<file path="src/rtl/delay_pattern_gen_if.sv">
// =============================================================================
// Module  : delay_pattern_gen_if
// Brief   : Control/data bundle between the pattern generator and its consumer.
//           The cont signal exists only when PATGEN_CONT_EN is defined.
// Revision: 1.0
// =============================================================================
`default_nettype none

interface delay_pattern_gen_if #(
    parameter int N = 3
);
    logic         start;
    logic         stop;
    logic [1:0]   mode;
    logic [N-1:0] seed;
`ifdef PATGEN_CONT_EN
    logic         cont;
`endif
    logic [N-1:0] odata;
    logic         ovalid;
    logic         busy;
    logic         done;

`ifdef PATGEN_CONT_EN
    modport master (output start, stop, mode, seed, cont,
                    input  odata, ovalid, busy, done);
    modport slave  (input  start, stop, mode, seed, cont,
                    output odata, ovalid, busy, done);
`else
    modport master (output start, stop, mode, seed,
                    input  odata, ovalid, busy, done);
    modport slave  (input  start, stop, mode, seed,
                    output odata, ovalid, busy, done);
`endif
endinterface

`default_nettype wire

</file>
<file path="src/rtl/delay_pattern_gen.sv">
// =============================================================================
// Module  : delay_pattern_gen
// Brief   : Burst pattern source (counter / walking-one / LFSR / constant) with
//           valid strobe. Optional macro PATGEN_CONT_EN adds continuous bursts.
// Revision: 1.0
// =============================================================================
`default_nettype none

module delay_pattern_gen #(
    parameter int           N         = 3,
    parameter int           BURST_LEN = 16,
    parameter logic [N-1:0] TAPS      = 3'b110
) (
    input  wire logic            clk,
    input  wire logic            rst_n,
    delay_pattern_gen_if.slave   pg
);
    localparam int         CNT_W    = $clog2(BURST_LEN + 1);
    localparam logic [1:0] S_IDLE   = 2'd0;
    localparam logic [1:0] S_RUN    = 2'd1;
    localparam logic [1:0] S_DONE   = 2'd2;
    localparam logic [1:0] M_CNT    = 2'd0;
    localparam logic [1:0] M_WALK   = 2'd1;
    localparam logic [1:0] M_LFSR   = 2'd2;

    logic [1:0]       state_q, state_d;
    logic [N-1:0]     odata_q, odata_d;
    logic [CNT_W-1:0] cnt_q,   cnt_d;
    logic [1:0]       mode_q,  mode_d;
    logic             cont_q,  cont_d;
    logic             w_last;
    logic             w_cont_in;
    logic [N-1:0]     w_first;
    logic [N-1:0]     w_next;

`ifdef PATGEN_CONT_EN
    assign w_cont_in = pg.cont;
`else
    assign w_cont_in = 1'b0;
`endif

    assign w_last = (cnt_q == CNT_W'(BURST_LEN));

    // First word depends on the live mode/seed since they are captured this edge
    always_comb begin
        w_first = pg.seed;
        case (pg.mode)
            M_WALK:  w_first = N'(1);
            M_LFSR:  w_first = (pg.seed == '0) ? N'(1) : pg.seed;
            default: w_first = pg.seed;
        endcase
    end

    always_comb begin
        w_next = odata_q;
        case (mode_q)
            M_CNT:   w_next = odata_q + N'(1);
            M_WALK:  w_next = {odata_q[N-2:0], odata_q[N-1]};
            M_LFSR:  w_next = (odata_q >> 1) ^ (odata_q[0] ? TAPS : '0);
            default: w_next = odata_q;
        endcase
    end

    always_ff @(posedge clk) begin
        if (!rst_n) begin
            state_q <= S_IDLE;
            odata_q <= '0;
            cnt_q   <= '0;
            mode_q  <= M_CNT;
            cont_q  <= 1'b0;
        end else begin
            state_q <= state_d;
            odata_q <= odata_d;
            cnt_q   <= cnt_d;
            mode_q  <= mode_d;
            cont_q  <= cont_d;
        end
    end

    always_comb begin
        state_d = state_q;
        odata_d = odata_q;
        cnt_d   = cnt_q;
        mode_d  = mode_q;
        cont_d  = cont_q;
        case (state_q)
            S_IDLE: begin
                if (pg.start) begin
                    state_d = S_RUN;
                    odata_d = w_first;
                    cnt_d   = CNT_W'(1);
                    mode_d  = pg.mode;
                    cont_d  = w_cont_in;
                end
            end
            S_RUN: begin
                if (pg.stop) begin
                    state_d = S_IDLE;
                    cnt_d   = '0;
                end else if (w_last && !cont_q) begin
                    state_d = S_DONE;
                    cnt_d   = '0;
                end else begin
                    // Counter saturates in continuous mode; pattern keeps advancing
                    odata_d = w_next;
                    cnt_d   = w_last ? cnt_q : cnt_q + CNT_W'(1);
                end
            end
            S_DONE: begin
                state_d = S_IDLE;
            end
            default: begin
                state_d = S_IDLE;
            end
        endcase
    end

    always_comb begin
        pg.odata  = odata_q;
        pg.ovalid = (state_q == S_RUN);
        pg.busy   = (state_q == S_RUN);
        pg.done   = (state_q == S_DONE);
    end

endmodule

`default_nettype wire

</file>
<file path="src/flat_wrapper.sv">
// flat-port wrapper written by rule: the top's interface ports become plain ports
module delay_pattern_gen_flat 
#(
    parameter int           N         = 3,
    parameter int           BURST_LEN = 16,
    parameter logic [N-1:0] TAPS      = 3'b110
)
  (clk, rst_n, pg_start, pg_stop, pg_mode, pg_seed, pg_odata, pg_ovalid, pg_busy, pg_done);
  delay_pattern_gen_if #(.N(N)) pg_i ();
  input  wire logic clk;
  input  wire logic rst_n;
  input wire logic [$bits(pg_i.start)-1:0] pg_start;
  input wire logic [$bits(pg_i.stop)-1:0] pg_stop;
  input wire logic [$bits(pg_i.mode)-1:0] pg_mode;
  input wire logic [$bits(pg_i.seed)-1:0] pg_seed;
  output wire logic [$bits(pg_i.odata)-1:0] pg_odata;
  output wire logic [$bits(pg_i.ovalid)-1:0] pg_ovalid;
  output wire logic [$bits(pg_i.busy)-1:0] pg_busy;
  output wire logic [$bits(pg_i.done)-1:0] pg_done;
  assign pg_i.start = pg_start;
  assign pg_i.stop = pg_stop;
  assign pg_i.mode = pg_mode;
  assign pg_i.seed = pg_seed;
  assign pg_odata = pg_i.odata;
  assign pg_ovalid = pg_i.ovalid;
  assign pg_busy = pg_i.busy;
  assign pg_done = pg_i.done;
  delay_pattern_gen #(.N(N), .BURST_LEN(BURST_LEN), .TAPS(TAPS)) u_core (.clk(clk), .rst_n(rst_n), .pg(pg_i));
endmodule
</file>
<file path="config.mk">
export PLATFORM = sky130hd
export DESIGN_NAME = delay_pattern_gen_flat
export DESIGN_NICKNAME = d
export VERILOG_FILES = /design/src/rtl/delay_pattern_gen_if.sv /design/src/rtl/delay_pattern_gen.sv /design/src/flat_wrapper.sv
export SDC_FILE = /design/constraint.sdc
export NUM_CORES = 1
export LEC_CHECK = 0
export CAP_MARGIN = 20
export CORE_UTILIZATION = 57
export CTS_BUF_LIST = sky130_fd_sc_hd__clkbuf_4 sky130_fd_sc_hd__clkbuf_8
export DETAILED_ROUTE_END_ITERATION = 10
export PLACE_DENSITY_LB_ADDON = 0.1
export SLEW_MARGIN = 20
export SYNTH_ARGS = -nofsm -noshare
export SYNTH_HDL_FRONTEND = slang
export SYNTH_SLANG_ARGS = --single-unit
</file>
<file path="constraint.sdc">
create_clock -name clk -period 2.98 [get_ports clk]
set_clock_uncertainty 0.1 [all_clocks]
set_input_delay 0.596 -clock clk [delete_from_list [all_inputs] [get_ports clk]]
set_output_delay 0.596 -clock clk [all_outputs]
set_load 0.02 [all_outputs]
</file>
==> metrics.yaml, run 1 <==
startpoint_type: "flop"
ir_worst_vdd_mv: 0.333
fp-row-count: 13
clkSinkCount: 12
place_inst: 120
setup_viol: 0
grt_max_degree: 13
max_freq_mhz: 395
rsz0062_at_grt: "false"
drc_errors: 0
arrival_ns: 1.84
synth_edf_count: 0
power.combinational.fraction: 0.238
n_antenna_cell: 0
ys_seq_elements: 12
vias_per_cell: 5.83
p_switching_mw: 0.120
fin_crit_sh: 0.850
grt_pass1_vias: 616
slew_violations: 0
fillCellCount: 106
gp_congestion: 0.766
leakage_nw: 0.412
relSlewSlack: 0.635
antenna_found_initial: 0
clkPwrFrac: 0.325
syn_nets: 111
overflow: 0
track_usage: 0.240
cp_slowest_cell: "clkdlybuf4s50_1"
port_buffers: 14
fin_tns_setup_ns: 0
nNetsFinal: 127
fp.dieW_um: 40.0
hpwl_um: 1320
start_util: 0.625
post-cts-setup-buffers: 0
synth_top_flop_cell: "dfxtp_1"
cts.clk_slew.worst_paths_ns: 0.08
hp-class: "reg2reg"
clock_latency_ns: 0.28
drive_above_1_share: 0.110
worstPathMaxFanout: 7
synth_area_um2: 823
yosysWarnings: 0
syn_area_per_cell_um2: 8.76
end_kind: "primary output"
p_sw_frac: 0.292
core_mm2: 0.00132
final-hold-violation-count: 0
cts_tree: "built"
fin_crit_ns: 2.53
area_growth_pct: 21.0
critPathKind: "reg2out"
p_per_area_mw_per_mm2: 413
worst_slew_pin_slew_ns: 0.546
post_drt_wl_per_cell_um: 13.7
numCtsBuffers: 3
clk_path_buf_depth: 2
htreeDepth: 1
layout_commonest_cell: "clkdlybuf4s50_1"
synthCells: 94
crit_chain: "or2b_1 > inv_1 > clkdlybuf4s50_1"
postCtsHoldBufs: 0
dieHeight_um: 40.0
vias: 723
final_cell_mix: "clkdlybuf4s50_1, dfxtp_1, nand2_1"
dieArea_mm2: 0.00160
cp_slowest_stage_delay_ns: 0.64
yosysUniqueCellTypes: 41
required_ns: 2.28
wl_um: 1700
antenna_left: 0
status: "complete, no violations"
drv_cap: 0
drt_iter0_markers: 12
p_int_mw: 0.291
root_buffer: "clkbuf_4"
io_pins: 15
ys_seq_area_frac: 0.292
final_cells: 124
grt_pass1_wl_um: 2530
p_seq_frac: 0.438
ctsResizeCount: 0
synthArstFlopShare: 0
firstDrtPassIters: 4
==> power by group through the flow <==
stage          sequential, mW  combinational, mW  clock, mW
4_1_cts                 0.180             0.0978      0.135
2_1_floorplan           0.186             0.0592          0
3_3_place_gp            0.183             0.0949          0
3_5_place_dp            0.184             0.0976          0
5_1_grt                 0.181              0.107      0.142
6_report                0.180             0.0977      0.134
==> area by class of cell <==
type,instances,area (µm²),area share
timing repair buffer,14,140,0.141
clock buffer,4,36.3,0.0364
multi-input combinational,71,531,0.533
sequential,12,240,0.241
tap,15,18.8,0.0188
inverter,8,30.0,0.0302
==> cells in the mapped netlist (3+ instances only) <==
library cell   n  area share
inv_1          8       0.036
nand2_1        9       0.041
o211ai_1       3       0.027
o21ai_0        3       0.018
ha_1           8        0.12
dfxtp_1       12        0.29
nor2_1         8       0.036
a21boi_0       4       0.036
==> per-stage QoR <==
stage / area, µm² / util / hold slack (ns) / worst slack, ns / power [mW]
global route: 996 / 0.756 / 0.411 / 0.356 / 0.430
finish: 996 / 0.756 / 0.400 / 0.447 / 0.411
CTS: 996 / 0.756 / 0.401 / 0.434 / 0.413
global placement: 960 / 0.728 / 0.376 / 0.766 / 0.278
detailed placement: 960 / 0.728 / 0.390 / 0.701 / 0.281
floorplan: 823 / - / 0.360 / 1.22 / 0.246
==> flip-flops by register name, indices dropped and copies added, names as in the netlist <==
signal / cells
u_core.cnt_q: 5
u_core.mode_q: 2
u_core.pg.odata: 3
u_core.state_q: 2
==> cell families after synthesis <==
logic type / synth area share
mux: 0.0122
compound gates: 0.258
buf+inv: 0.0638
simple gates: 0.242
flops: 0.292
fa+ha+maj: 0.122
xor+xnor: 0.0106
==> metal layers <==
metal / track usage / vias to the layer above / wire length, µm
met5: 0 / - / 0
met4: 0.0776 / 0 / 19
li1: - / 368 / -
met1: 0.299 / 335 / 807
met2: 0.383 / 16 / 789
met3: 0.0833 / 4 / 79
==> worst max-delay path, delay by kind of cell, from the launching register on <==
kind / cells / cell delay [ns]
buf+inv: 2 / 0.84
flops: 1 / 0.40
simple gates: 1 / 0.31
==> path summary, 6_finish.rpt <==
check,slack (ns),end,depth (start not counted),startpoint
setup / recovery,0.45,pg_busy,3,u_core.state_q[0]
setup reg to reg,1.26,u_core.cnt_q[4],6,u_core.cnt_q[0]
hold / removal,0.40,u_core.mode_q[1],2,u_core.mode_q[1]
hold reg to reg,0.40,u_core.mode_q[1],2,u_core.mode_q[1]
(Power assumes the default switching activity.)
==> inputs of run 2 (changes only) <==
--- a/config.mk
+++ b/config.mk
@@ -5,7 +5,6 @@
 export SDC_FILE = /design/constraint.sdc
 export NUM_CORES = 1
 export LEC_CHECK = 0
-export CAP_MARGIN = 20
 export CORE_UTILIZATION = 57
 export CTS_BUF_LIST = sky130_fd_sc_hd__clkbuf_4 sky130_fd_sc_hd__clkbuf_8
 export DETAILED_ROUTE_END_ITERATION = 10
@@ -14,3 +13,4 @@
 export SYNTH_ARGS = -nofsm -noshare
 export SYNTH_HDL_FRONTEND = slang
 export SYNTH_SLANG_ARGS = --single-unit
+export TNS_END_PERCENT = 5
==> results of run 2 <==
Final layout, timing and power as in run 1 (identical DEF).
